### src/rtl/gt_telemetry_pkg.sv
// Shared state encodings and default timing constants for the GT telemetry link controller.
package gt_telemetry_pkg;

  typedef enum logic [2:0] {
    ST_PLL_RST   = 3'd0,
    ST_WAIT_LOCK = 3'd1,
    ST_WAIT_GT   = 3'd2,
    ST_ACQUIRE   = 3'd3,
    ST_LINKED    = 3'd4,
    ST_FAULT     = 3'd5
  } link_state_t;

  localparam logic [7:0]  C_PLL_RST_CYC  = 8'd32;
  localparam logic [15:0] C_LOCK_TIMEOUT = 16'hffff;
  localparam logic [15:0] C_EDGE_TIMEOUT = 16'h00ff;
  localparam logic [19:0] C_MATCH_CNT    = 20'h4ffff;
  localparam logic [15:0] C_PKT_TIMEOUT  = 16'hffff;
  localparam logic [3:0]  C_MAX_RETRY    = 4'd8;

  localparam logic [15:0] C_CNT_MAX      = 16'hffff;

endpackage

### src/rtl/sync_2ff.sv
// Two-flop synchroniser for a single asynchronous level signal.
module sync_2ff (
  input  logic clk,
  input  logic rst_n,
  input  logic d,
  output logic q
);

  (* ASYNC_REG = "TRUE" *) logic meta;
  (* ASYNC_REG = "TRUE" *) logic sync;

  always_ff @(posedge clk) begin
    if (!rst_n) begin
      meta <= 1'b0;
      sync <= 1'b0;
    end else begin
      meta <= d;
      sync <= meta;
    end
  end

  assign q = sync;

endmodule

### src/rtl/gt_telemetry_link_ctrl.sv
// Link bring-up controller: MMCM reset/lock, recovered-clock presence, packet
// match acquisition, plus saturating good/bad packet statistics.
module gt_telemetry_link_ctrl
  import gt_telemetry_pkg::*;
#(
  parameter logic [7:0]  G_PLL_RST_CYC  = C_PLL_RST_CYC,
  parameter logic [15:0] G_LOCK_TIMEOUT = C_LOCK_TIMEOUT,
  parameter logic [15:0] G_EDGE_TIMEOUT = C_EDGE_TIMEOUT,
  parameter logic [19:0] G_MATCH_CNT    = C_MATCH_CNT,
  parameter logic [15:0] G_PKT_TIMEOUT  = C_PKT_TIMEOUT,
  parameter logic [3:0]  G_MAX_RETRY    = C_MAX_RETRY
) (
  input  logic        clk_128M,
  input  logic        rst_n_128M,
  input  logic        pll_locked,
  input  logic        gt_clk_edge_128M,
  input  logic        pkt_good,
  input  logic        pkt_bad,
  input  logic        retry_req,
  input  logic        clear_cnt,
  output logic        pll_rst_out,
  output logic        datapath_en_out,
  output logic        okay_led_out,
  output logic [2:0]  state_out,
  output logic [15:0] good_cnt_out,
  output logic [15:0] bad_cnt_out,
  output logic [3:0]  retry_cnt_out
);

  link_state_t state, next_state;
  logic        lock_sync;
  logic [15:0] state_timer, edge_timer, pkt_timer;
  logic [19:0] match_cnt;
  logic [3:0]  retry_cnt;
  logic        good_evt, bad_evt, pkt_evt;
  logic        rst_done, lock_expired, edge_expired, pkt_expired, state_change;

  sync_2ff u_lock_sync (
    .clk   (clk_128M),
    .rst_n (rst_n_128M),
    .d     (pll_locked),
    .q     (lock_sync)
  );

  // A simultaneous good+bad pulse counts as bad only.
  assign bad_evt  = pkt_bad;
  assign good_evt = pkt_good & ~pkt_bad;
  assign pkt_evt  = pkt_good | pkt_bad;

  assign rst_done     = (state_timer == ({8'd0, G_PLL_RST_CYC} - 16'd1));
  assign lock_expired = (state_timer == (G_LOCK_TIMEOUT - 16'd1));
  assign edge_expired = !gt_clk_edge_128M && (edge_timer == (G_EDGE_TIMEOUT - 16'd1));
  assign pkt_expired  = !pkt_evt && (pkt_timer == (G_PKT_TIMEOUT - 16'd1));
  assign state_change = (next_state != state);

  always_comb begin
    next_state = state;
    case (state)
      ST_PLL_RST:   if (rst_done) next_state = ST_WAIT_LOCK;
      ST_WAIT_LOCK: begin
        if (lock_sync)         next_state = ST_WAIT_GT;
        else if (lock_expired) next_state = ((retry_cnt + 4'd1) == G_MAX_RETRY) ? ST_FAULT : ST_PLL_RST;
      end
      ST_WAIT_GT: begin
        if (!lock_sync)            next_state = ST_PLL_RST;
        else if (gt_clk_edge_128M) next_state = ST_ACQUIRE;
        else if (edge_expired)     next_state = ST_PLL_RST;
      end
      ST_ACQUIRE: begin
        if (!lock_sync || edge_expired)                 next_state = ST_PLL_RST;
        else if (pkt_expired)                           next_state = ST_WAIT_GT;
        else if (!bad_evt && match_cnt == G_MATCH_CNT)  next_state = ST_LINKED;
      end
      ST_LINKED: begin
        if (!lock_sync || edge_expired) next_state = ST_PLL_RST;
        else if (pkt_expired)           next_state = ST_WAIT_GT;
        else if (bad_evt)               next_state = ST_ACQUIRE;
      end
      ST_FAULT:     if (retry_req) next_state = ST_PLL_RST;
      default:      next_state = ST_PLL_RST;
    endcase
  end

  // Outputs are decoded from next_state so they line up with the state register.
  always_ff @(posedge clk_128M) begin
    if (!rst_n_128M) begin
      state           <= ST_PLL_RST;
      state_timer     <= '0;
      edge_timer      <= '0;
      pkt_timer       <= '0;
      match_cnt       <= '0;
      retry_cnt       <= '0;
      pll_rst_out     <= 1'b1;
      datapath_en_out <= 1'b0;
      okay_led_out    <= 1'b0;
    end else begin
      state           <= next_state;
      pll_rst_out     <= (next_state == ST_PLL_RST) || (next_state == ST_FAULT);
      datapath_en_out <= (next_state == ST_ACQUIRE) || (next_state == ST_LINKED);
      okay_led_out    <= (next_state == ST_LINKED);

      if (state_change)
        state_timer <= '0;
      else if ((state == ST_PLL_RST || state == ST_WAIT_LOCK) && state_timer != C_CNT_MAX)
        state_timer <= state_timer + 16'd1;

      if (state_change || gt_clk_edge_128M)
        edge_timer <= '0;
      else if ((state == ST_WAIT_GT || state == ST_ACQUIRE || state == ST_LINKED) &&
               edge_timer != C_CNT_MAX)
        edge_timer <= edge_timer + 16'd1;

      if (state_change || pkt_evt)
        pkt_timer <= '0;
      else if ((state == ST_ACQUIRE || state == ST_LINKED) && pkt_timer != C_CNT_MAX)
        pkt_timer <= pkt_timer + 16'd1;

      // Outside ACQUIRE the match count is held at zero, so every entry starts fresh.
      if (state != ST_ACQUIRE || bad_evt)
        match_cnt <= '0;
      else if (good_evt && match_cnt != G_MATCH_CNT)
        match_cnt <= match_cnt + 20'd1;

      if ((next_state == ST_ACQUIRE && state != ST_ACQUIRE) || (state == ST_FAULT && retry_req))
        retry_cnt <= '0;
      else if (state == ST_WAIT_LOCK && !lock_sync && lock_expired && retry_cnt != 4'hf)
        retry_cnt <= retry_cnt + 4'd1;
    end
  end

  always_ff @(posedge clk_128M) begin
    if (!rst_n_128M || clear_cnt) begin
      good_cnt_out <= '0;
      bad_cnt_out  <= '0;
    end else begin
      if (good_evt && good_cnt_out != C_CNT_MAX) good_cnt_out <= good_cnt_out + 16'd1;
      if (bad_evt && bad_cnt_out != C_CNT_MAX)   bad_cnt_out  <= bad_cnt_out + 16'd1;
    end
  end

  assign state_out     = state;
  assign retry_cnt_out = retry_cnt;

endmodule

### config.mk
export PLATFORM = sky130hd
export DESIGN_NAME = gt_telemetry_link_ctrl
export DESIGN_NICKNAME = d
export VERILOG_FILES = /design/src/rtl/gt_telemetry_pkg.sv /design/src/rtl/sync_2ff.sv /design/src/rtl/gt_telemetry_link_ctrl.sv
export SDC_FILE = /design/constraint.sdc
export NUM_CORES = 1
export LEC_CHECK = 0
export CORE_UTILIZATION = 60
export CTS_CLUSTER_DIAMETER = 80
export CTS_CLUSTER_SIZE = 30
export DETAILED_ROUTE_END_ITERATION = 8
export PLACE_DENSITY = 0.92
export SLEW_MARGIN = 20
export SYNTH_ARGS = -nofsm -noshare
export SYNTH_HDL_FRONTEND = slang
export SYNTH_SLANG_ARGS = --single-unit
export TNS_END_PERCENT = 10
### constraint.sdc
create_clock -name clk_128M -period 6.95 [get_ports clk_128M]
set_input_delay 1.0425 -clock clk_128M [delete_from_list [all_inputs] [get_ports clk_128M]]
set_output_delay 1.0425 -clock clk_128M [all_outputs]
set_load 0.01 [all_outputs]
# [Word-level counts from Yosys, hierarchy flattened]
# Cells that the tools add are included.
[word_totals] regBits=112 in_bits=8 output_inout_bits=42 wordCells=100
[op_classes] addsub=7 n_eq_ne=23 mux=15 bitwise=4 n_reduce_logical=38
[op_table] operator="adder 16 x 1 -> 16 bit (second input constant)" count=5
[op_table] operator="inequality test 16 bit (second input constant)" count=5
[op_table] operator="2-to-1 mux 3 bit" count=14
[op_table] operator="equality test 16 bit (second input constant)" count=2
[op_table] operator="adder 20 x 1 -> 20 bit (second input constant)" count=1
[op_table] operator="equality test 20 x 19 -> 1 bit (second input constant)" count=1
[op_table] operator="inequality test 20 x 19 -> 1 bit (second input constant)" count=1
[op_table] operator="case mux 3 bit (6 select lines)" count=1
[op_table] operator="equality test 16 x 5 -> 1 bit (second input constant)" count=1
[op_table] operator="equality test 16 x 8 -> 1 bit (second input constant)" count=1
[op_table] operator="logical AND 1 bit" count=14
[op_table] operator="equality test 3 bit (second input constant)" count=4
[op_table] operator="logical OR 1 bit" count=12
[op_table] operator="OR reduction 2 bit" count=5
[op_table] operator="equality test 3 x 2 -> 1 bit (second input constant)" count=3
[op_table] operator="zero test 3 bit" count=2
[op_table] operator="zero test 1 bit" count=5
[op_table] operator="adder 4 x 1 -> 4 bit (second input constant)" count=1
[op_table] operator="equality test 4 bit (second input constant)" count=1
[op_table] operator="inequality test 4 bit (second input constant)" count=1
[op_table] operator="equality test 3 x 1 -> 1 bit (second input constant)" count=1
[op_table] operator="inequality test 3 x 2 -> 1 bit (second input constant)" count=1
[op_table] operator="inequality test 3 bit" count=1
[op_table] operator="NOT 1 bit" count=2
[op_table] operator="other kinds (2)" count=2

# [Depth between registers and ports, before layout]
# Gate-level depths: netlist of the first run.
[depth] word_depth=10 depth_mapped=11 depth_no_buf=9

# [Hierarchy]
# Synthesis of the first run repeated with hierarchy kept, for this count alone.
[unflattened] hier_cells=647 hier_area_um2=5564.1
[by_module_without_submodules] module="gt_telemetry_link_ctrl" instances=1 cells_each=643 area_per_inst_um2=5511.5 seq_area_each_um2=2202.1
[by_module_without_submodules] module="sync_2ff" instances=1 cells_each=4 area_per_inst_um2=52.6 seq_area_each_um2=40.0

# [Least setup slack after synthesis of the first run]
# No wires, ideal clock.
[synth_path] kind="input to register" start="input gt_clk_edge_128M" end="register edge_timer[1]" setup_time_ns=0.100 t_arrival_ns=2.787 required_time_ns=6.850 setup_slack_ns=4.063 cell_stages=9 n_path_buf=2 cell_sequence="clkbuf_1 nor4b_1 nand4_1 and2_1 nand2_1 o31ai_1 o211ai_2 buf_4 a2111oi_4"
[synth_via] elab_chain_len=9 word_cells_on_any_way=12 classes_between="eq/ne (1); mux (6); reduce/logical (5)"
[synth_rtl] element="start: declaration" line="gt_telemetry_link_ctrl.sv:16" rtl="input logic gt_clk_edge_128M,"
[synth_rtl] element="zero test 1 bit" line="gt_telemetry_link_ctrl.sv:52" rtl="assign edge_expired = !gt_clk_edge_128M && (edge_timer == (G_EDGE_TIMEOUT - 16'd1));"
[synth_rtl] element="logical AND 1 bit" line="gt_telemetry_link_ctrl.sv:52"
[synth_rtl] element="2-to-1 mux 3 bit" line="gt_telemetry_link_ctrl.sv:67" rtl="else if (edge_expired) next_state = ST_PLL_RST;"
[synth_rtl] element="2-to-1 mux 3 bit" line="gt_telemetry_link_ctrl.sv:66" rtl="else if (gt_clk_edge_128M) next_state = ST_ACQUIRE;"
[synth_rtl] element="2-to-1 mux 3 bit" line="gt_telemetry_link_ctrl.sv:65" rtl="if (!lock_sync) next_state = ST_PLL_RST;"
[synth_rtl] element="case mux 3 bit (6 select lines)" line="gt_telemetry_link_ctrl.sv:58" rtl="case (state)"
[synth_rtl] element="inequality test 3 bit" line="gt_telemetry_link_ctrl.sv:54" rtl="assign state_change = (next_state != state);"
[synth_rtl] element="logical OR 1 bit *" line="gt_telemetry_link_ctrl.sv:107" rtl="if (state_change || gt_clk_edge_128M)"
[synth_rtl] element="OR reduction 2 bit (no source line) *"
[synth_rtl] element="end signal: assignment" line="gt_telemetry_link_ctrl.sv:111" rtl="edge_timer <= edge_timer + 16'd1;"
[synth_rtl] element="end: declaration" line="gt_telemetry_link_ctrl.sv:32" rtl="logic [15:0] state_timer, edge_timer, pkt_timer;"
# Every way passes the cells marked *; elsewhere a longest branch is shown, timed or not.
# A chain may end at the register's enable or synchronous reset.

# [Worst setup path after layout of the first run]
[layout_path] start="input pkt_bad" end="register edge_timer[1]"
[layout_via] elab_chain_len=9 word_cells_on_any_way=15 classes_between="eq/ne (1); mux (7); bitwise (1); reduce/logical (6)"
[layout_rtl] element="start: declaration" line="gt_telemetry_link_ctrl.sv:18" rtl="input logic pkt_bad,"
[layout_rtl] element="bitwise OR 1 bit or zero test 1 bit (tied branches)" line="gt_telemetry_link_ctrl.sv:48, gt_telemetry_link_ctrl.sv:72"
[layout_rtl] element="zero test 1 bit or logical AND 1 bit (tied branches)" line="gt_telemetry_link_ctrl.sv:53, gt_telemetry_link_ctrl.sv:72"
[layout_rtl] element="logical AND 1 bit or 2-to-1 mux 3 bit (tied branches)" line="gt_telemetry_link_ctrl.sv:53, gt_telemetry_link_ctrl.sv:72"
[layout_rtl] element="2-to-1 mux 3 bit, on equally long branches" line="gt_telemetry_link_ctrl.sv:76, gt_telemetry_link_ctrl.sv:71"
[layout_rtl] element="2-to-1 mux 3 bit, on equally long branches" line="gt_telemetry_link_ctrl.sv:75, gt_telemetry_link_ctrl.sv:70"
[layout_rtl] element="case mux 3 bit (6 select lines) *" line="gt_telemetry_link_ctrl.sv:58"
[layout_rtl] element="inequality test 3 bit *" line="gt_telemetry_link_ctrl.sv:54"
[layout_rtl] element="logical OR 1 bit *" line="gt_telemetry_link_ctrl.sv:107"
[layout_rtl] element="OR reduction 2 bit (no source line) *"
# Marked as above.

==> results of run 1 <==
area by class of cell:
| class | count | share of cell area (%) |
|---|---|---|
| Clock buffer | 9 | 2.02 |
| Clock inverter | 7 | 1.22 |
| Inverter | 14 | 0.857 |
| Multi-Input combinational cell | 479 | 49.0 |
| Sequential cell | 112 | 36.6 |
| Tap cell | 108 | 2.20 |
| Timing Repair Buffer | 50 | 8.12 |
power by group through the flow:
| stage | clock network, W | registers [W] | logic [W] |
|---|---|---|---|
| finish | 0.000395 | 0.000648 | 0.0000331 |
| global route | 0.000424 | 0.000648 | 0.0000361 |
| CTS | 0.000398 | 0.000648 | 0.0000324 |
| detailed placement | 0 | 0.000662 | 0.0000319 |
| global placement | 0 | 0.000662 | 0.0000304 |
| floorplan | 0 | 0.000662 | 0.0000224 |
cells in the final DEF, fill, tap and decap left out, types with 2 or more instances in the layout:
cell             instances
dfxtp_1                112
nor2_1                 103
xor2_1                  59
nand2_1                 51
clkdlybuf4s50_1         49
nand3_1                 41
xnor2_1                 35
nand4_1                 29
nor4_1                  26
nor3_1                  24
inv_1                   14
and3_1                  12
and2_1                  11
ha_1                    11
clkbuf_8                 9
and4_1                   8
a21oi_1                  8
nor2b_1                  6
o21ai_0                  4
mux2i_1                  4
nor4b_1                  3
o21a_1                   3
nor3_2                   3
inv_6                    3
o31ai_1                  2
nand4b_1                 2
or2_2                    2
or3_1                    2
a211oi_1                 2
clkinv_2                 2
layer usage:
metal | track usage, % | wire length, um | vias to the layer above
met3 | 4.77 | 536 | 51
met5 | 0 | 0 | -
met4 | 14.2 | 467 | 0
li1 | - | - | 2251
met1 | 31.0 | 5240 | 2260
met2 | 44.9 | 5960 | 155
flip-flops by register name (all words and copies together) (netlist names), 3 cells and up:
register,flops
good_cnt_out,16
state_out,3
match_cnt,20
bad_cnt_out,16
retry_cnt_out,4
edge_timer,16
state_timer,16
pkt_timer,16
worst paths after layout:
path                         to  slack (ps)  depth (start not counted)
setup / recovery  edge_timer[1]        2920                          9
hold / removal    u_lock_sync.q         460                          1
setup reg to reg  edge_timer[3]        3700                          8
hold reg to reg   u_lock_sync.q         460                          1
logic make-up (layout without fill, tap and decap cells):
logic type                 after synthesis  in the layout  synth area share, %
and+or+nand+nor                        331            331                 31.1
AOI/OAI and AO/OA                       39             39                 5.82
DFF                                    112            112                 41.7
muxes                                    4              4                0.744
xor gates and xnor gates                94             94                 15.3
buffers and inverters                   36             80                 2.84
adders and majority gates               11             11                 2.56
per-stage QoR:
stage	total power (W)	cell area (um^2)
6_report	0.00108	6130
4_1_cts	0.00108	6120
5_1_grt	0.00111	6130
3_5_place_dp	0.000694	5920
3_3_place_gp	0.000692	5920
2_1_floorplan	0.000684	5380
==> results.yml, run 1 <==
yosys:
  synth_top_area_share_pct: 41.7
  ys_top_cells_by_count: "112 x dfxtp_1, 103 x nor2_1, 59 x xor2_1, 51 x nand2_1, 41 x nand3_1"
  synth_edf_count: 0
  synth_area_leaders: "dfxtp_1 42%, xor2_1 9.6%, nor2_1 7.2%, xnor2_1 5.7%, nand3_1 3.8%"
  synth_flop_cell: "dfxtp_1"
  synthesis.nets: 646
  yosysWarningCount: 0
  syn_inst: 627
  ys_seq_elements: 112
  avgSynthCellArea_um2: 8.58
  yosysSeqAreaShare_pct: 41.7
  async_reset_ff_share_pct: 0
  yosysMostFrequentCell: "dfxtp_1"
  synth_top_cell_by_area: "dfxtp_1"
  ys_types: 56
  netlist_area_um2: 5380
die:
  die_h_um: 96.7
  rows: 34
  core_area_um2: 8720
  ios: 50
  die_w_um: 96.7
  start_util_pct: 61.7
  dieArea_um2: 9350
timing:
  maxSlewHeadroom_pct: 38.3
  drv_slew: 0
  fmax_ghz: 0.248
  finalWorstSetupSlack_ps: 2920
  hold_ws_ps: 458
  finalCriticalPeriod_ps: 4030
  period_share_pct: 57.9
  tightestPinTransition_ps: 923
  setup_viol: 0
  fin_tns_setup_ps: 0
  rsz0062_at_grt: "false"
  finalClockSkew_ps: 13.8
  hold_viol: 0
routing:
  drc: 0
  postRouteAntennaNets: 0
  vias: 4717
  dr.pass1.iters: 5
  wl_mm: 12.2
  via_per_inst: 6.06
  drt_iter0_markers: 283
  routedWlPerCell_um: 15.7
power_and_ir_drop:
  p_comb_share_pct: 3.1
  power_frac_seq_pct: 60.2
  switching_share_pct: 23.3
  power_density_nw_per_um2: 176
  leakagePower_nw: 1.99
  power_frac_clock_pct: 36.7
  vdd_drop_max_mv: 0.119
  p_int_w: 0.000826
  power_switching_w: 0.000251
place:
  gp_congestion: 0.840
  dp_hpwl_mm: 8.46
  io_buffers: 49
  post-place-ws_ps: 2640
  dp_cells: 763
clocking:
  clkSinkCount: 112
  cts_buffers: 9
  clk_latency_ps: 370
  cts_max_path_buffers: 2
  cts_root_buf: "clkbuf_8"
  cts-resized-gates: 0
  post_cts_buffers: 0
  h-tree-depth: 3
  cts_hold_buf: 0
  clk_pin_slew_worst_paths_ps: 100
  cts_tree: "built"
critical_path:
  critPathLaunch: "pkt_bad"
  reg2reg_from: "state_timer[8]"
  cp_top_family: "buffers and inverters"
  worst-path-max-fanout: 26
  cp_num_buf_inv: 2
  cp-end-kind: "flop"
  cp_data_required_time_ps: 7220
  slowest_delay_ps: 1080
  cp_cell_sequence: "clkdlybuf4s50_1 -> nor2_1 -> nand4_1 -> or2_1 -> nand2_1 -> o31ai_1 -> o211ai_4 -> buf_4 -> a2111oi_4"
  worstPathArrival_ps: 4300
  start_kind: "input port"
  crit_type: "input port to flop"
  cpMaxStageDelayCell: "clkdlybuf4s50_1"
global_route:
  grt_usage_pct: 26.2
  grt_pass1_wl_mm: 20.6
  antenna_found_initial: 0
  grt_pass1_vias: 4629
  grt_max_degree: 33
  gr-total-overflow: 0
layout:
  diodes: 0
  stdcell_count: 779
  area_delta_synth_final_pct: 14.0
  drive_above_1_share_pct: 4.77
  multiInputGateArea_um2: 3000
  nets: 685
  final_core_util_pct: 70.3
  register_area_um2: 2240
  n_fill_cell: 638
min_path:
  hp-class: "flop to flop"
  hold_start: "u_lock_sync.meta"
run_status:
  status: "completed"
run:
  maxCapViolations: 0
(Power assumes the default switching activity.)
==> run 2: changes to the inputs <==
--- a/config.mk
+++ b/config.mk
@@ -5,11 +5,11 @@
 export SDC_FILE = /design/constraint.sdc
 export NUM_CORES = 1
 export LEC_CHECK = 0
-export CORE_UTILIZATION = 60
+export CORE_UTILIZATION = 52
 export CTS_CLUSTER_DIAMETER = 80
 export CTS_CLUSTER_SIZE = 30
 export DETAILED_ROUTE_END_ITERATION = 8
-export PLACE_DENSITY = 0.92
+export PLACE_DENSITY = 0.85
 export SLEW_MARGIN = 20
 export SYNTH_ARGS = -nofsm -noshare
 export SYNTH_HDL_FRONTEND = slang
==> constraint.sdc (replaced) <==
create_clock -name clk_128M -period 3.4 [get_ports clk_128M]
set_input_delay 0.51 -clock clk_128M [delete_from_list [all_inputs] [get_ports clk_128M]]
set_output_delay 0.51 -clock clk_128M [all_outputs]
set_load 0.01 [all_outputs]
==> results.yml, run 2 (same netlist as run 1, synthesis figures left out) <==
min_path:
  hold_start: "u_lock_sync.meta"
  hp-class: "flop to flop"
routing:
  routedWlPerCell_um: 13.9
  via_per_inst: 5.51
  postRouteAntennaNets: 0
  vias: 4466
  wl_mm: 11.2
  drt_iter0_markers: 224
  drc: 0
  dr.pass1.iters: 4
critical_path:
  critPathLaunch: "state_out[2]"
  cp_data_required_time_ps: 3690
  worst-path-max-fanout: 10
  worstPathArrival_ps: 2970
  crit_type: "flop to flop"
  start_kind: "flop"
  cp-end-kind: "flop"
  endpoint: "pkt_timer[11]"
  reg2reg_depth: 7
  r2r_slack_ps: 720
  reg2reg_from: "state_out[2]"
  r2r-end: "pkt_timer[11]"
power_and_ir_drop:
  leakagePower_nw: 2.03
  power_density_nw_per_um2: 344
  vdd_drop_max_mv: 0.280
timing:
  hold_viol: 0
  period_share_pct: 79.0
  maxSlewHeadroom_pct: 45.3
  finalWorstSetupSlack_ps: 716
  tightestPinTransition_ps: 816
  fmax_ghz: 0.373
  setup_viol: 0
  finalClockSkew_ps: 13.7
  fin_tns_setup_ps: 0
  rsz0062_at_grt: "false"
  drv_slew: 0
  finalCriticalPeriod_ps: 2680
clocking:
  cts_root_buf: "clkbuf_8"
  cts-resized-gates: 0
  post_cts_buffers: 0
  cts_buffers: 9
  cts_hold_buf: 0
  clk_pin_slew_worst_paths_ps: 100
  cts_max_path_buffers: 2
  cts_tree: "built"
  h-tree-depth: 3
  clk_latency_ps: 380
  clkSinkCount: 112
place:
  dp_hpwl_mm: 8.01
  io_buffers: 49
  dpl_cell_area_um2: 6020
  post-place-ws_ps: 457
  gp_congestion: 0.832
die:
  ios: 50
  core_area_um2: 9910
  dieArea_um2: 10800
  start_util_pct: 54.3
  die_h_um: 104
  rows: 36
  die_w_um: 104
layout:
  registers.top_by_ff_count: "match_cnt"
  layout_commonest_cell: "dfxtp_1"
  drive_above_1_share_pct: 5.75
  largest_reg_flops: 20
  diodes: 0
  postLayoutCellArea_um2: 6210
  nets: 692
  n_fill_cell: 802
  layout_common_cells: "112 x dfxtp_1, 103 x nor2_1, 59 x xor2_1"
  area_delta_synth_final_pct: 15.4
run:
  maxCapViolations: 0
global_route:
  grt_max_degree: 49
  grt_pass1_wl_mm: 19.1
  gr-total-overflow: 0
  grt_usage_pct: 21.2
  antenna_found_initial: 0
  grt_pass1_vias: 4333
run_status:
  status: "completed"
-- run 2: cell count changes in the layout (fill, tap and decap cells not counted), sizes merged --
cell,change
clkinvlp,+1
clkbuf,+2
buf,+7
clkinv,+1
bufinv,-1
inv,-3
-- run 2: final cells by class --
cell class | count | area (um^2) | area share, %
inverter | 14 | 52.6 | 0.846
clock buffer | 11 | 151 | 2.44
multi-input combinational | 479 | 3000 | 48.4
clock inverter | 5 | 31.3 | 0.504
sequential | 112 | 2240 | 36.1
tap | 133 | 166 | 2.68
timing repair buffer | 57 | 563 | 9.07
-- run 2: worst min-delay path by stage --
stage	to	slack [ps]	depth (start not counted)
6_report	u_lock_sync.q	450	1
2_1_floorplan	u_lock_sync.q	410	1
4_1_cts	u_lock_sync.q	450	1
3_5_place_dp	u_lock_sync.q	430	1
3_3_place_gp	u_lock_sync.q	430	1
5_1_grt	u_lock_sync.q	470	1
-- run 2: metrics by stage --
stage,hold slack (ps),power (W),utilization (%),instances
2_1_floorplan,412,0.00140,-,627
3_3_place_gp,427,0.00142,60.7,795
3_5_place_dp,427,0.00143,60.7,795
4_1_cts,453,0.00216,62.6,811
5_1_grt,471,0.00222,62.7,811
6_report,446,0.00214,62.7,811
-- run 2: critical path, stage by stage (launching register included) --
cell	delay [ps]
dfxtp_1	550
nor3b_2	410
a21oi_1	130
o21bai_1	330
nor4_1	620
nand4_1	200
xor2_1	180
nor4_1	170
-- run 2: routing by layer --
layer / vias to the layer above / GRT usage, % / wire length [um]
li1: 2266 / - / -
met3: 23 / 4.03 / 366
met1: 2106 / 24.4 / 4920
met5: - / 0 / 0
met4: 0 / 8.37 / 199
met2: 71 / 38.6 / 5760
-- run 2: power by group --
| part | internal, W | leakage (nW) | switching (W) |
|---|---|---|---|
| combinational | 0.0000274 | 1.03 | 0.0000451 |
| sequential | 0.00132 | 0.903 | 0.00000709 |
| clock | 0.000304 | 0.0951 | 0.000437 |
| total | 0.00165 | 2.03 | 0.000489 |
==> run 3: changes to the inputs <==
--- a/config.mk
+++ b/config.mk
@@ -5,11 +5,11 @@
 export SDC_FILE = /design/constraint.sdc
 export NUM_CORES = 1
 export LEC_CHECK = 0
-export CORE_UTILIZATION = 52
+export CORE_UTILIZATION = 57
 export CTS_CLUSTER_DIAMETER = 80
 export CTS_CLUSTER_SIZE = 30
 export DETAILED_ROUTE_END_ITERATION = 8
-export PLACE_DENSITY = 0.85
+export PLACE_DENSITY = 0.88
 export SLEW_MARGIN = 20
 export SYNTH_ARGS = -nofsm -noshare
 export SYNTH_HDL_FRONTEND = slang
==> constraint.sdc (replaced) <==
create_clock -name clk_128M -period 2.8 [get_ports clk_128M]
set_input_delay 0.42 -clock clk_128M [delete_from_list [all_inputs] [get_ports clk_128M]]
set_output_delay 0.42 -clock clk_128M [all_outputs]
set_load 0.01 [all_outputs]
==> results.yml, run 3 (same netlist as run 1, synthesis figures left out) <==
critical_path:
  cp_cell_sequence: "nand4_2 -> or4_4 -> o21ai_2 -> mux2i_1 -> a211oi_2 -> o211ai_4 -> buf_4 -> nor4_1"
  slowest_delay_ps: 580
  cp_num_buf_inv: 1
  cpMaxStageDelayCell: "or4_4"
  worstPathArrival_ps: 2850
  cp_top_family: "simple AND/OR/NAND/NOR gates"
  worst-path-max-fanout: 18
  cp-end-kind: "flop"
  start_kind: "flop"
  path_depth: 8
  r2r_slack_ps: 230
  reg2reg_from: "pkt_timer[8]"
  endpoint: "pkt_timer[8]"
  r2r-end: "pkt_timer[8]"
  crit_type: "flop to flop"
  reg2reg_depth: 8
  cp_data_required_time_ps: 3090
  critPathLaunch: "pkt_timer[8]"
layout:
  registers.top_by_ff_count: "match_cnt"
  layout_commonest_cell: "dfxtp_1"
  final_core_util_pct: 68.2
  area_delta_synth_final_pct: 16.6
  nets: 703
  n_fill_cell: 684
  diodes: 0
  postLayoutCellArea_um2: 6270
  largest_reg_flops: 20
  drive_above_1_share_pct: 7.11
  layout_common_cells: "112 x dfxtp_1, 103 x nor2_1, 59 x xor2_1"
place:
  gp_congestion: 0.805
  io_buffers: 49
  dp_hpwl_mm: 8.50
  dpl_cell_area_um2: 6060
global_route:
  grt_usage_pct: 24.8
  grt_pass1_vias: 4689
  met2_usage_pct: 46.0
  grt.busiest_layer: "met2"
  grt_max_degree: 28
  gr-total-overflow: 0
  use_met1_pct: 27.9
  grt_pass1_wl_mm: 20.0
  antenna_found_initial: 0
  use_met3_pct: 5.06
timing:
  drv_slew: 0
  rsz0062_at_grt: "false"
  finalCriticalPeriod_ps: 2570
  setup_viol: 0
  finalClockSkew_ps: 15.6
  maxSlewHeadroom_pct: 30.4
  tightestPinTransition_ps: 1030
  fin_tns_setup_ps: 0
  hold_ws_ps: 449
  period_share_pct: 91.7
  fmax_ghz: 0.389
  hold_viol: 0
clocking:
  cts_buffers: 9
  cts_tree: "built"
  cts_max_path_buffers: 2
  cts_root_buf: "clkbuf_8"
  clk_latency_ps: 380
  clkSinkCount: 112
  post_cts_buffers: 0
  h-tree-depth: 3
  cts_hold_buf: 0
  clk_pin_slew_worst_paths_ps: 110
routing:
  drt_iter0_markers: 136
  vias: 4636
  routedWlPerCell_um: 14.7
  via_per_inst: 5.80
  wl_mm: 11.8
  drc: 0
  dr.pass1.iters: 4
  postRouteAntennaNets: 0
die:
  start_util_pct: 58.5
  die_w_um: 99.1
  ios: 50
  rows: 35
  core_area_um2: 9200
  dieArea_um2: 9830
  die_h_um: 99.1
power_and_ir_drop:
  power_density_nw_per_um2: 427
  leakagePower_nw: 2.08
  vdd_drop_max_mv: 0.335
min_path:
  hp-class: "flop to flop"
run:
  maxCapViolations: 0
run_status:
  status: "completed"
run 3: cell types whose count changed in the layout (fill, tap and decap cells not counted), moves of 2 or more:
cell,delta
clkbuf_8,-2
clkinv_2,-3
clkinv_8,+2
inv_8,+3
buf_4,+12
run 3: where the power goes:
part / total, W / switching (W) / internal (W)
Clock: 0.000977 / 0.000614 / 0.000363
Sequential: 0.00161 / 0.00000865 / 0.00160
Combinational: 0.0000938 / 0.0000580 / 0.0000359
Total: 0.00268 / 0.000681 / 0.00200
run 3: per-stage QoR:
step	instances	power (W)	setup slack [ps]
CTS	800	0.00270	144
global placement	784	0.00173	127
floorplan	627	0.00170	517
global route	800	0.00276	12.1
detailed placement	784	0.00174	-20.3
finish	800	0.00268	231
run 3: worst min-delay path by stage:
stage                     start       endpoint  slack, ps  depth (start not counted)
3_5_place_dp   u_lock_sync.meta  u_lock_sync.q        420                          1
2_1_floorplan  u_lock_sync.meta  u_lock_sync.q        410                          1
3_3_place_gp   u_lock_sync.meta  u_lock_sync.q        420                          1
6_report       u_lock_sync.meta  u_lock_sync.q        450                          1
5_1_grt        u_lock_sync.meta  u_lock_sync.q        470                          1
4_1_cts        u_lock_sync.meta  u_lock_sync.q        450                          1
run 3: timing repair:
item                                   in CTS  in global routing
setup endpoints to repair                   0                 14
gates resized for setup                     0                  1
endpoints found under the hold margin       0                  0
run 3: cell type report:
cell class	count	area [um^2]	share of cell area, %
multi-input combinational	479	3000	47.8
tap	111	139	2.21
timing repair buffer	68	633	10.1
sequential	112	2240	35.7
inverter	14	52.6	0.838
clock inverter	7	83.8	1.34
clock buffer	9	124	1.97
run 3: routing by layer:
layer | share of wire (%) | vias up | routed length, um
li1 | - | 2289 | -
met1 | 42 | 2219 | 4980
met2 | 52 | 102 | 6120
met3 | 3.8 | 26 | 449
met4 | 2.0 | 0 | 230
met5 | 0 | - | 0
